File: config.mk
export PLATFORM = sky130hd
export DESIGN_NAME = dma_io_requester
export DESIGN_NICKNAME = d
export VERILOG_FILES = /design/src/rtl/dma_io_requester.sv
export SDC_FILE = /design/constraint.sdc
export NUM_CORES = 1
export LEC_CHECK = 0
export CAP_MARGIN = 30
export CELL_PAD_IN_SITES_DETAIL_PLACEMENT = 0
export CELL_PAD_IN_SITES_GLOBAL_PLACEMENT = 2
export CORE_MARGIN = 4
export CORE_UTILIZATION = 40
export DETAILED_ROUTE_END_ITERATION = 12
export PLACE_DENSITY_LB_ADDON = 0.12
export SYNTH_ARGS = -nofsm -noshare
export SYNTH_HDL_FRONTEND = slang
export SYNTH_SLANG_ARGS = --single-unit
export TNS_END_PERCENT = 10
File: constraint.sdc
create_clock -name Clock -period 7.55 [get_ports Clock]
set_input_delay 1.51 -clock Clock [delete_from_list [all_inputs] [get_ports Clock]]
set_output_delay 1.51 -clock Clock [all_outputs]
set_load 0.01 [all_outputs]
File: src/rtl/dma_io_requester.sv
// dma_io_requester: 8237A DREQ/DACK peripheral endpoint with TX/RX byte FIFOs
module dma_io_requester #(
  parameter int DEPTH  = 8,
  parameter int THRESH = 4
) (
  input  logic                     Clock,
  input  logic                     Reset,
  input  logic                     Enable,
  input  logic                     Dir,
  input  logic                     DemandMode,
  output logic                     DREQ,
  input  logic                     DACK,
  input  logic                     nIOR,
  input  logic                     nIOW,
  input  logic                     nEOP,
  input  logic [7:0]               DataIn,
  output logic [7:0]               DataOut,
  output logic                     DataOE,
  input  logic                     LocPush,
  input  logic [7:0]               LocPushData,
  input  logic                     LocPop,
  output logic [7:0]               LocPopData,
  output logic [$clog2(DEPTH):0]   TxCount,
  output logic [$clog2(DEPTH):0]   RxCount,
  output logic                     TcDone,
  output logic                     Err
);
  localparam int AW = $clog2(DEPTH);
  localparam int CW = AW + 1;
  typedef enum logic [1:0] {IDLE, REQ, XFER, DONE} state_t;
  state_t state_q, state_d;
  logic dreq_q, dreq_d, tc_q, tc_d, err_q, err_d, arm_q, arm_d;
  logic nior_q, nior_d, niow_q, niow_d;
  logic [7:0] din_q, din_d;
  logic [AW-1:0] tx_wp_q, tx_wp_d, tx_rp_q, tx_rp_d, rx_wp_q, rx_wp_d, rx_rp_q, rx_rp_d;
  logic [CW-1:0] tx_cnt_q, tx_cnt_d, rx_cnt_q, rx_cnt_d;
  logic [7:0] tx_mem_q [DEPTH];
  logic [7:0] rx_mem_q [DEPTH];
  logic ior_ev, iow_ev, tx_empty, tx_full, rx_empty, rx_full;
  logic tx_wr, tx_rd, rx_wr, rx_rd, open, cont;
  // Strobe rising-edge detection, FIFO bookkeeping and sticky error
  always_comb begin
    nior_d   = nIOR;
    niow_d   = nIOW;
    din_d    = nIOW ? din_q : DataIn;
    ior_ev   = DACK & !Dir & !nior_q & nIOR;
    iow_ev   = DACK & Dir & !niow_q & nIOW;
    tx_empty = tx_cnt_q == '0;
    tx_full  = tx_cnt_q == CW'(DEPTH);
    rx_empty = rx_cnt_q == '0;
    rx_full  = rx_cnt_q == CW'(DEPTH);
    tx_wr    = LocPush & !tx_full;
    tx_rd    = ior_ev & !tx_empty;
    rx_wr    = iow_ev & !rx_full;
    rx_rd    = LocPop & !rx_empty;
    tx_cnt_d = tx_cnt_q + CW'(tx_wr) - CW'(tx_rd);
    rx_cnt_d = rx_cnt_q + CW'(rx_wr) - CW'(rx_rd);
    tx_wp_d  = tx_wp_q + AW'(tx_wr);
    tx_rp_d  = tx_rp_q + AW'(tx_rd);
    rx_wp_d  = rx_wp_q + AW'(rx_wr);
    rx_rp_d  = rx_rp_q + AW'(rx_rd);
    err_d    = err_q | (LocPush & tx_full) | (ior_ev & tx_empty) | (iow_ev & rx_full) | (LocPop & rx_empty);
  end
  // Request FSM: open on threshold, hold while data/space remains, terminate on nEOP
  always_comb begin
    open    = Dir ? (CW'(DEPTH) - rx_cnt_q >= CW'(THRESH)) : (tx_cnt_q >= CW'(THRESH));
    cont    = Dir ? (rx_cnt_d != CW'(DEPTH)) : (tx_cnt_d != '0);
    state_d = state_q;
    dreq_d  = dreq_q;
    tc_d    = 1'b0;
    case (state_q)
      IDLE: begin
        dreq_d = 1'b0;
        if (Enable & arm_q & open) begin
          state_d = REQ;
          dreq_d  = 1'b1;
        end
      end
      REQ, XFER: begin
        if (DACK & !nEOP) begin
          state_d = DONE;
          dreq_d  = 1'b0;
        end else if (DACK) begin
          state_d = XFER;
          if ((ior_ev | iow_ev) & (!DemandMode | !cont)) dreq_d = 1'b0;
        end else if (state_q == XFER || !Enable) begin
          state_d = IDLE;
          dreq_d  = 1'b0;
        end
      end
      DONE: begin
        dreq_d = 1'b0;
        if (!DACK) begin
          state_d = IDLE;
          tc_d    = 1'b1;
        end
      end
      default: state_d = IDLE;
    endcase
    arm_d = !Enable | (arm_q & !(state_d == DONE && state_q != DONE));
  end
  // Control and pointer registers
  always_ff @(posedge Clock or posedge Reset) begin
    if (Reset) begin
      state_q  <= IDLE;
      dreq_q   <= 1'b0;
      tc_q     <= 1'b0;
      err_q    <= 1'b0;
      arm_q    <= 1'b1;
      nior_q   <= 1'b1;
      niow_q   <= 1'b1;
      din_q    <= '0;
      tx_wp_q  <= '0;
      tx_rp_q  <= '0;
      rx_wp_q  <= '0;
      rx_rp_q  <= '0;
      tx_cnt_q <= '0;
      rx_cnt_q <= '0;
    end else begin
      state_q  <= state_d;
      dreq_q   <= dreq_d;
      tc_q     <= tc_d;
      err_q    <= err_d;
      arm_q    <= arm_d;
      nior_q   <= nior_d;
      niow_q   <= niow_d;
      din_q    <= din_d;
      tx_wp_q  <= tx_wp_d;
      tx_rp_q  <= tx_rp_d;
      rx_wp_q  <= rx_wp_d;
      rx_rp_q  <= rx_rp_d;
      tx_cnt_q <= tx_cnt_d;
      rx_cnt_q <= rx_cnt_d;
    end
  end
  // FIFO storage
  always_ff @(posedge Clock or posedge Reset) begin
    if (Reset) begin
      for (int i = 0; i < DEPTH; i++) begin
        tx_mem_q[i] <= '0;
        rx_mem_q[i] <= '0;
      end
    end else begin
      if (tx_wr) tx_mem_q[tx_wp_q] <= LocPushData;
      if (rx_wr) rx_mem_q[rx_wp_q] <= din_q;
    end
  end
  assign DREQ       = dreq_q;
  assign TcDone     = tc_q;
  assign Err        = err_q;
  assign TxCount    = tx_cnt_q;
  assign RxCount    = rx_cnt_q;
  assign DataOut    = tx_empty ? 8'hFF : tx_mem_q[tx_rp_q];
  assign LocPopData = rx_mem_q[rx_rp_q];
  assign DataOE     = DACK & !nIOR & !Dir;
endmodule
======== Word-level counts from Yosys, hierarchy flattened ========
Cells that the tools add are included.
word-level totals
  flip-flop bits (word level) ............. 164
  input port bits ......................... 27
  output and inout bits ................... 28
  logic and storage cells ................. 141
cells by class
  $add $sub $neg .......................... 9
  $lt $le $gt $ge ......................... 8
  equality and inequality tests ........... 10
  mux-type cells .......................... 29
  bitwise operators ....................... 32
  reductions and logical operators ........ 23
operator list
  kind                                                               number
  bitwise mux 64 bit                                                 2
  2-to-1 mux 8 bit                                                   7
  binary-select mux 8 bit (select 3 bit)                             2
  demux 8 bit (select 3 bit)                                         2
  bitwise AND 1 bit                                                  21
  greater-or-equal comparator 4 bit, second input constant           4
  NOT 3 -> 4 bit                                                     4
  zero test 1 bit                                                    13
  adder 3 x 1 -> 3 bit                                               4
  != test 4 bit, second input constant                               3
  2-to-1 mux 2 bit                                                   5
  2-to-1 mux 1 bit                                                   9
  adder 4 x 1 -> 4 bit                                               2
  == test 4 bit, second input constant                               2
  greater-or-equal comparator 4 x 3 -> 1 bit, second input constant  2
  zero test 4 bit                                                    2
  < comparator 4 x 1 -> 1 bit, second input constant                 2
  subtractor 4 x 1 -> 4 bit                                          2
  OR 1 bit                                                           7
  == test 2 bit, second input constant                               3
  one-hot mux 2 bit (3 select lines)                                 1
  nonzero test 4 bit                                                 1
  subtractor 4 bit, first input constant                             1
  logical AND 1 bit                                                  3
  7 further kinds                                                    7

======== Depth between registers and ports, before layout ========
Gate-level depths: netlist of the first run.
  depth in word-level cells ............... 15
  mapped depth ............................ 14
  gate-level depth less buffers ........... 14

======== Worst setup path after synthesis of the first run ========
OpenSTA, ideal clock, no wires.
  path type ............................... input to register
  from .................................... input port DACK
  to ...................................... register dreq_q (netlist: DREQ)
  library setup time ...................... 131 ps
  data arrival time ....................... 4021 ps
  required time ........................... 7419 ps
  slack ................................... 3399 ps
  stages .................................. 11
  path buffers ............................ 1
  path through ............................ buf_4 > nor4bb_1 > nand2_1 > nand2_1 > nand2_1 > ha_1 > fa_1 > or4_1 > o31a_1 > a41oi_1 > o21ai_0
on the way
  elaborated cells on any way between the ends .. 25
  those cells by class .................... add/sub: 3; eq/ne: 3; mux: 4; bitwise: 12; reduce/logical: 3
RTL lines
  item                                  RTL line  source
  start, declared                       12        input logic DACK,
  bitwise AND 1 bit (3 in a row)        46        ior_ev = DACK & !Dir & !nior_q & nIOR;
  bitwise AND 1 bit                     53        tx_rd = ior_ev & !tx_empty;
  subtractor 4 x 1 -> 4 bit             56        tx_cnt_d = tx_cnt_q + CW'(tx_wr) - CW'(tx_rd);
  net tx_cnt_d[1]                       36        logic [CW-1:0] tx_cnt_q, tx_cnt_d, rx_cnt_q, rx_cnt_d;
  nonzero test 4 bit                    67        cont = Dir ? (rx_cnt_d != CW'(DEPTH)) : (tx_cnt_d != '0);
  2-to-1 mux 1 bit                      67
  zero test 1 bit                       85        if ((ior_ev | iow_ev) & (!DemandMode | !cont)) dreq_d = 1'b0;
  OR 1 bit                              85
  bitwise AND 1 bit                     85
  != test 4 bit (no source line)        -
  AND reduction 2 bit (no source line)  -
  end signal, assigned                  121       dreq_q <= dreq_d;
  end, declared                         32        logic dreq_q, dreq_d, tc_q, tc_d, err_q, err_d, arm_q, arm_d;
The timed path passes the listed nets, and every way through them passes these cells.
A chain may end at the register's enable or synchronous reset.

======== Final worst setup path of the first run ========
Same ends and word-level chain as after synthesis.

==> flow_summary.yaml, run 1 <==
grt:
  overflow: 0
  grt_pass1_vias: 4866
  grt_max_degree: 95
  grtUsageTotal_pct: 16.0
  antenna_found_initial: 0
  grt_pass1_wl_um: 27200
sta:
  rsz0062_at_grt: "false"
  fin_skew_ps: 11.5
  fin_crit_sh_pct: 61.5
  setup_tns_ps: 0
  drv_slew: 0
  worstMarginPinSlew_ps: 917
  min_period_ps: 4640
  slew-limit-headroom_pct: 38.8
  max_freq_mhz: 215
  setup_viol: 0
  final-hold-violation-count: 0
  hold_slack_ps: 497
power:
  power_uw: 3880
  cellLeakagePower_uw: 0.00405
  power.switching_uw: 1240
  seqPwrFrac_pct: 39.4
  pwr_density_cell_nw_per_um2: 422
  comb_power_share_pct: 37.4
  clkPwrFrac_pct: 23.3
  p_int_uw: 2640
  switching_share_pct: 31.9
  vdd_drop_max_mv: 0.222
worst_setup_path:
  setup.worst_path.class: "input pin to flip-flop"
  cp.arrival_ps: 4930
  cp_slowest_cell: "nor4bb_1"
  start_kind: "input pin"
  worst-endpoint-required_ps: 7840
  crit_fanout: 10
  crit_chain: "clkdlybuf4s50_1 -> nor4bb_1 -> nand2_1 -> nand2_1 -> nand2_1 -> ha_1 -> fa_1 -> or4_1 -> o31a_1 -> a41oi_1 -> o21ai_0"
  slowest_delay_ps: 680
  cp_common_cell: "nand2_1"
  endpoint_kind: "flip-flop"
layout:
  fin_util_pct: 48.6
  n_antenna_cell: 0
  drive_gt1_share_pct: 39.0
  area_growth_pct: 18.5
  nets: 628
drt:
  via_count: 4446
  post_drt_wl_per_cell_um: 19.3
  wl_um: 16400
  via_per_inst: 5.24
  drc: 0
  drtIter0Drc: 239
  antenna_left: 0
  drt-pass1-iter-count: 4
clocking:
  root_buffer: "clkbuf_16"
  cts_hold_buf: 0
  clock_latency_ps: 420
  post_cts_buffers: 0
  clk_pin_slew_ps: 70
  cts_buffer_depth: 2
  numCtsBuffers: 17
  post_cts_resized: 0
  h-tree-depth: 4
  clkSinkCount: 164
  cts_tree: "done"
synth:
  synth_seq_cells: 164
  yosysSeqAreaShare_pct: 53.0
  synth_flop_cell: "dfrtp_1"
  syn_area_per_cell_um2: 14.9
  syn_nets: 571
  synth.distinct_cells: 57
  synth-edff-count: 0
  yosysWarnings: 0
  async_reset_ff_share_pct: 100
  syn-instance-count: 519
  synth_area_um2: 7750
flow_run:
  maxCapViolations: 0
placed_design:
  gp_congestion: 0.780
  hpwlAfterDp_um: 10600
  numPortBuffers: 54
floorplanning:
  die-area_um2: 21700
  num_io_pins: 55
  die_x_um: 147
  die_h_um: 147
  rows: 50
  coreArea_um2: 18900
  initial_core_util_pct: 41.0
worst_hold_path:
  min_path_type: "flip-flop to flip-flop"
status:
  status: "completed"
-- power by group through the flow --
stage / combinational (uW) / sequential, uW / clock (uW)
2_1_floorplan: 1090 / 1400 / 0
3_3_place_gp: 1440 / 1520 / 0
3_5_place_dp: 1470 / 1540 / 0
4_1_cts: 1480 / 1530 / 928
5_1_grt: 1600 / 1580 / 962
6_report: 1450 / 1530 / 902
-- cell usage after synthesis (3+ instances only) --
| cell | instances | share of area [%] |
|---|---|---|
| a21oi_1 | 6 | 0.39 |
| and3_1 | 5 | 0.40 |
| buf_2 | 4 | 0.26 |
| clkbuf_1 | 13 | 0.63 |
| dfrtp_1 | 161 | 52 |
| dfstp_2 | 3 | 1.0 |
| ha_1 | 23 | 3.7 |
| inv_1 | 18 | 0.87 |
| mux2_2 | 143 | 21 |
| mux2i_1 | 9 | 1.2 |
| mux4_2 | 32 | 9.3 |
| nand2_1 | 21 | 1.0 |
| nand2b_1 | 3 | 0.24 |
| nand3_1 | 5 | 0.32 |
| nand3b_1 | 3 | 0.29 |
| nor2_1 | 11 | 0.53 |
| o21ai_0 | 4 | 0.26 |
| xor2_1 | 7 | 0.79 |
-- sequential cells by signal, summed over array words and instances (netlist names) --
signal    cells
DREQ          1
Err           1
RxCount       4
TcDone        1
TxCount       4
arm_q         1
din_q         8
nior_q        1
niow_q        1
rx_mem_q     64
rx_rp_q       3
rx_wp_q       3
state_q       2
tx_mem_q     64
tx_rp_q       3
tx_wp_q       3
-- final cells by class --
cell class / instances / area (um^2)
Clock inverter: 15 / 198
Fill cell: 1655 / 9710
Inverter: 18 / 72.6
Timing Repair Buffer: 59 / 578
Clock buffer: 17 / 425
Multi-Input combinational cell: 316 / 3480
Sequential cell: 164 / 4110
Tap cell: 260 / 325
-- critical path, delay by kind of cell --
kind	cells	cell delay (ps)
buffers and inverters	1	660
adders and majority gates	2	670
and+or+nand+nor	5	1550
AOI/OAI and AO/OA	3	540
-- layout by cell type (no fill, tap or decap), types with 3 or more instances in the layout --
cell	n
dfrtp_1	161
inv_6	5
o21ai_0	4
nand2b_1	3
inv_1	17
mux4_2	32
nand3_1	5
nand3b_1	3
mux2i_1	9
ha_1	23
nor2_1	11
buf_4	5
clkbuf_16	17
nand2_1	21
clkinvlp_4	3
a21oi_1	6
mux2_2	143
clkdlybuf4s50_1	54
dfstp_2	3
and3_1	5
bufinv_16	3
xor2_1	7
-- per-stage QoR --
step | cell area (um^2) | setup WS [ps] | instances
4_1_cts | 9190 | 2870 | 849
3_5_place_dp | 8560 | 2430 | 817
3_3_place_gp | 8560 | 2470 | 817
5_1_grt | 9190 | 2570 | 849
2_1_floorplan | 7750 | 1610 | 519
6_report | 9190 | 2910 | 849
-- path summary, 6_finish.rpt --
| kind | end | start | slack, ps | cells past startpoint |
|---|---|---|---|---|
| hold / removal | rx_mem_q[31] | rx_mem_q[31] | 500 | 1 |
| max in group asynchronous | rx_mem_q[18] | Reset | 4470 | 3 |
| hold reg to reg | rx_mem_q[31] | rx_mem_q[31] | 500 | 1 |
| min in group asynchronous | tx_mem_q[45] | Reset | 1660 | 2 |
| setup / recovery | DREQ | DACK | 2910 | 11 |
| setup reg to reg | DREQ | TxCount[1] | 4170 | 10 |
-- layer usage --
metal	wire (um)	up-vias	track usage, %
li1	-	2025	-
met1	7850	2359	22.1
met2	7940	54	26.1
met3	500	8	3.67
met4	121	0	3.26
met5	0	-	0
-- cells by family (layout without fill, tap and decap cells) --
family | Yosys count | count (layout) | share of synthesized area, %
adders and majority gates | 25 | 25 | 4.23
muxes | 185 | 185 | 31.4
buffers and inverters | 39 | 109 | 2.15
and+or+nand+nor | 71 | 71 | 5.70
AOI/OAI and AO/OA | 26 | 26 | 2.55
xor gates and xnor gates | 9 | 9 | 1.02
DFF | 164 | 164 | 53.0
No activity file was read; power rests on OpenSTA's default activity.
==> run 2: changes to the inputs <==
Settings changed: CORE_UTILIZATION 40 to 39.
Clock period 7.55 ns to 3.8 ns, I/O delays scaled along.
==> flow_summary.yaml, run 2 (synthesized netlist as in run 1, its figures left out) <==
clocking:
  cts_hold_buf: 0
  post_cts_resized: 0
  h-tree-depth: 4
  clkSinkCount: 164
  post_cts_buffers: 0
  clock_latency_ps: 410
  root_buffer: "clkbuf_16"
  clk_pin_slew_ps: 60
  cts_tree: "done"
  numCtsBuffers: 17
  cts_buffer_depth: 2
status:
  status: "completed"
worst_setup_path:
  endpoint_kind: "flip-flop"
  crit_buf_inv: 2
  setup.worst_path.class: "input pin to flip-flop"
  worst-endpoint-required_ps: 4090
  reg2reg_from: "TxCount[1]"
  crit_chain: "clkdlybuf4s50_1 -> nor4bb_1 -> buf_4 -> nand2_1 -> nand2_1 -> nand2_1 -> ha_1 -> fa_1 -> or4_1 -> o31a_1 -> a41oi_1 -> o21ai_0"
  slowest_delay_ps: 520
  r2r-end: "DREQ"
  cp.arrival_ps: 3760
  cp_slowest_cell: "or4_1"
  rrSetupSlack_ps: 720
  crit_fanout: 5
  cp_common_cell: "nand2_1"
  start_kind: "input pin"
  critPathTopFamily: "simple AND/OR/NAND/NOR gates"
  rr_worst_depth: 12
grt:
  antenna_found_initial: 0
  grtUsageTotal_pct: 16.2
  overflow: 0
  met1_usage_pct: 23.3
  met2_usage_pct: 25.8
  grt_max_degree: 42
  grt_pass1_wl_um: 27800
  grt_pass1_vias: 4937
  use_met3_pct: 3.01
  grt_busiest_layer: "met2"
drt:
  drtIter0Drc: 160
  drt-pass1-iter-count: 4
  post_drt_wl_per_cell_um: 19.2
  drc: 0
  wl_um: 16700
  antenna_left: 0
  via_per_inst: 5.14
  via_count: 4486
layout:
  layout.cells.non_filler: 873
  n_antenna_cell: 0
  area_growth_pct: 19.7
  drive_gt1_share_pct: 40.5
  final_cell_mix: "dfrtp_1, mux2_2, clkdlybuf4s50_1"
  fin_util_pct: 47.5
  largestRegisters: "rx_mem_q: 64 flops, tx_mem_q: 64 flops, din_q: 8 flops"
  final_common_cell: "dfrtp_1"
  nets: 647
sta:
  final-hold-violation-count: 0
  slew-limit-headroom_pct: 50.2
  drv_slew: 0
  max_freq_mhz: 288
  worstMarginPinSlew_ps: 747
  fin_crit_sh_pct: 91.3
  setup_viol: 0
  fin_skew_ps: 7.56
  min_period_ps: 3470
  rsz0062_at_grt: "false"
placed_design:
  dp.cells: 841
  hpwlAfterDp_um: 11200
  numPortBuffers: 54
  gp_congestion: 0.740
floorplanning:
  initial_core_util_pct: 39.7
  num_io_pins: 55
  rows: 51
  die_h_um: 149
  coreArea_um2: 19500
  die_x_um: 149
  die-area_um2: 22200
power:
  power.switching_uw: 2420
  cellLeakagePower_uw: 0.00411
  pwr_density_cell_nw_per_um2: 809
  p_int_uw: 5090
  vdd_drop_max_mv: 0.422
  switching_share_pct: 32.3
  comb_power_share_pct: 39.3
  seqPwrFrac_pct: 40.0
  clkPwrFrac_pct: 20.7
worst_hold_path:
  min_path_type: "flip-flop to flip-flop"
  min_from: "rx_mem_q[31]"
  hold_end: "rx_mem_q[31]"
  whs_path_depth: 1
flow_run:
  maxCapViolations: 0
-- run 2: changes by cell type in the layout (fill, tap and decap cells not counted) --
| cell | delta |
|---|---|
| clkinv_4 | +1 |
| clkinv_8 | -1 |
| inv_8 | -1 |
| buf_4 | +16 |
| bufinv_16 | -3 |
| clkbuf_8 | +1 |
| inv_6 | -3 |
| clkinv_2 | +3 |
| clkbuf_1 | +3 |
| buf_12 | +3 |
-- run 2: worst max path at each step --
stage	start	depth (start not counted)	to
3_5_place_dp	Dir	12	DREQ
2_1_floorplan	DACK	11	DREQ
6_report	Dir	12	DREQ
4_1_cts	Dir	12	DREQ
3_3_place_gp	Dir	12	DREQ
5_1_grt	Dir	12	DREQ
-- run 2: metal layers --
metal | up-vias | wire length [um]
met5 | - | 0
met4 | 0 | 140
met3 | 11 | 440
met2 | 59 | 8210
met1 | 2361 | 7930
li1 | 2055 | -
-- run 2: area by class of cell --
class | count | area (um^2)
multi-input cells | 316 | 3480
fillers | 1772 | 10200
clock buffers | 21 | 450
inverters | 18 | 71.3
well taps | 265 | 332
clock inverters | 11 | 78.8
flip-flops and latches | 164 | 4110
repair buffers | 78 | 758
-- run 2: metrics by stage --
step	area, um^2	setup TNS (ps)	power [uW]	setup slack, ps	hold slack, ps
5_1_grt	9280	0	8050	211	515
3_3_place_gp	8750	0	5920	57.7	471
2_1_floorplan	7760	0	4940	399	453
4_1_cts	9280	0	7620	381	498
6_report	9280	0	7510	330	492
3_5_place_dp	8750	-42.4	6030	-42.4	483
-- run 2: power groups by stage --
stage	logic, uW	clock network (uW)	registers, uW
final	2950	1550	3000
after global routing	3250	1690	3110
after CTS	3010	1610	3010
after detailed placement	2990	0	3040
after global placement	2930	0	2990
after floorplan	2160	0	2780
==> run 3: changes to the inputs <==
Settings changed: CORE_UTILIZATION 39 to 40, GPL_TIMING_DRIVEN set to 0.
Clock period 3.8 ns to 4 ns, I/O delays scaled along.
==> flow_summary.yaml, run 3 (synthesized netlist as in run 1, its figures left out) <==
status:
  status: "completed"
floorplanning:
  initial_core_util_pct: 41.0
  num_io_pins: 55
  rows: 50
  coreArea_um2: 18900
  die_x_um: 147
  die-area_um2: 21700
  die_h_um: 147
drt:
  via_per_inst: 5.24
  antenna_left: 0
  post_drt_wl_per_cell_um: 19.0
  highest_layer: "met4"
  routed-wl-met2_um: 7640
  wl_um: 16600
  drtIter0Drc: 176
  wl_met1_um: 8060
  wl_met3_um: 711
  drt-pass1-iter-count: 4
  drc: 0
  via_count: 4561
power:
  clkPwrFrac_pct: 24.5
  comb_power_share_pct: 39.4
  vdd_drop_max_mv: 0.346
  switching_share_pct: 31.4
  pwr_density_cell_nw_per_um2: 799
  power_uw: 7500
  seqPwrFrac_pct: 36.0
  power.switching_uw: 2360
  cellLeakagePower_uw: 0.00416
  p_int_uw: 5140
worst_hold_path:
  min_path_type: "flip-flop to flip-flop"
  whs_path_depth: 1
clocking:
  clk_pin_slew_ps: 70
  root_buffer: "clkbuf_16"
  cts_tree: "done"
  h-tree-depth: 4
  clkSinkCount: 164
  cts_hold_buf: 0
  clock_latency_ps: 430
  cts_buffer_depth: 2
  numCtsBuffers: 17
worst_setup_path:
  crit_fanout: 10
  endpoint_kind: "primary output"
  worst-endpoint-required_ps: 3200
  rr_worst_depth: 12
  start_kind: "flip-flop"
  setup.worst_path.class: "flip-flop to primary output"
  cp.arrival_ps: 3110
placed_design:
  hpwlAfterDp_um: 11200
  gp_congestion: 0.741
  place_area_um2: 8710
  numPortBuffers: 53
  dp.cells: 838
grt:
  antenna_found_initial: 0
  grtUsageTotal_pct: 16.2
  grt_pass1_vias: 4899
  overflow: 0
  grt_pass1_wl_um: 27000
  grt_max_degree: 42
sta:
  min_period_ps: 3910
  worstMarginPinSlew_ps: 867
  fin_crit_sh_pct: 97.8
  drv_slew: 0
  slew-limit-headroom_pct: 42.2
  fin_skew_ps: 14.0
  hold_slack_ps: 501
  setup_viol: 0
  final-hold-violation-count: 0
  setup_tns_ps: 0
  max_freq_mhz: 256
  rsz0062_at_grt: "false"
layout:
  area_growth_pct: 21.1
  n_antenna_cell: 0
  layout.cells.non_filler: 870
  drive_gt1_share_pct: 39.3
  fillerInstances: 1646
  nets: 649
  final_common_cell: "dfrtp_1"
  final_design_area_no_fill_um2: 9390
  final_cell_mix: "dfrtp_1, mux2_2, clkdlybuf4s50_1"
  largestRegisters: "rx_mem_q: 64 flops, tx_mem_q: 64 flops, din_q: 8 flops"
flow_run:
  maxCapViolations: 0
-- run 3: cell types whose count changed in the layout (fill, tap and decap cells not counted), moves of 3 or more --
cell / before / now
inv_8: 0 / 3
buf_4: 21 / 4
bufinv_16: 0 / 5
clkbuf_1: 3 / 12
buf_2: 0 / 4
clkinv_2: 4 / 1
-- run 3: cell type report --
type	count	area, um^2	area share (%)
plain buffers	21	100	1.07
clock buffers	17	425	4.53
flip-flops and latches	164	4110	43.8
inverters	18	71.3	0.760
repair buffers	59	626	6.66
multi-input cells	316	3490	37.2
clock inverters	15	240	2.56
well taps	260	325	3.46
-- run 3: metrics by stage --
stage	util [%]	worst slack (ps)
3_3_place_gp	45.6	-515
3_5_place_dp	46.1	-570
6_report	49.7	86.7
5_1_grt	49.7	10.9
4_1_cts	49.6	103
2_1_floorplan	-	559
-- run 3: critical path, cell delays in order, from the launching register on --
cell             delay (ps)
dfrtp_1                 360
clkbuf_1                440
clkbuf_1                680
mux4_2                  410
mux2i_1                 170
nand2_1                  80
clkdlybuf4s50_1         540
-- run 3: repair_timing --
action / 4_1_cts / 5_1_grt
gates resized for setup: 2 / 1
gates cloned: 0 / 0
buffers inserted: 0 / 0
endpoints found under the setup margin: 9 / 1
-- run 3: final timing paths --
path                               from           end  slack [ps]
min in group asynchronous         Reset  rx_mem_q[21]         740
min reg2reg                rx_mem_q[31]  rx_mem_q[31]         500
max                          tx_rp_q[1]    DataOut[7]          90
max in group asynchronous         Reset         arm_q        2400
max reg2reg                  TxCount[2]          DREQ         450
min                        rx_mem_q[31]  rx_mem_q[31]         500
-- run 3: routing by layer --
| layer | track usage, % | up-vias |
|---|---|---|
| met4 | 3.91 | 0 |
| met1 | 23.5 | 2392 |
| met5 | 0 | - |
| li1 | - | 2061 |
| met2 | 24.7 | 92 |
| met3 | 3.98 | 16 |
-- run 3: power groups by stage --
stage	logic (uW)	registers (uW)	clock network (uW)
2_1_floorplan	2050	2640	0
5_1_grt	3250	2790	1960
3_3_place_gp	2920	2690	0
3_5_place_dp	3000	2730	0
4_1_cts	3010	2700	1890
6_report	2960	2700	1840
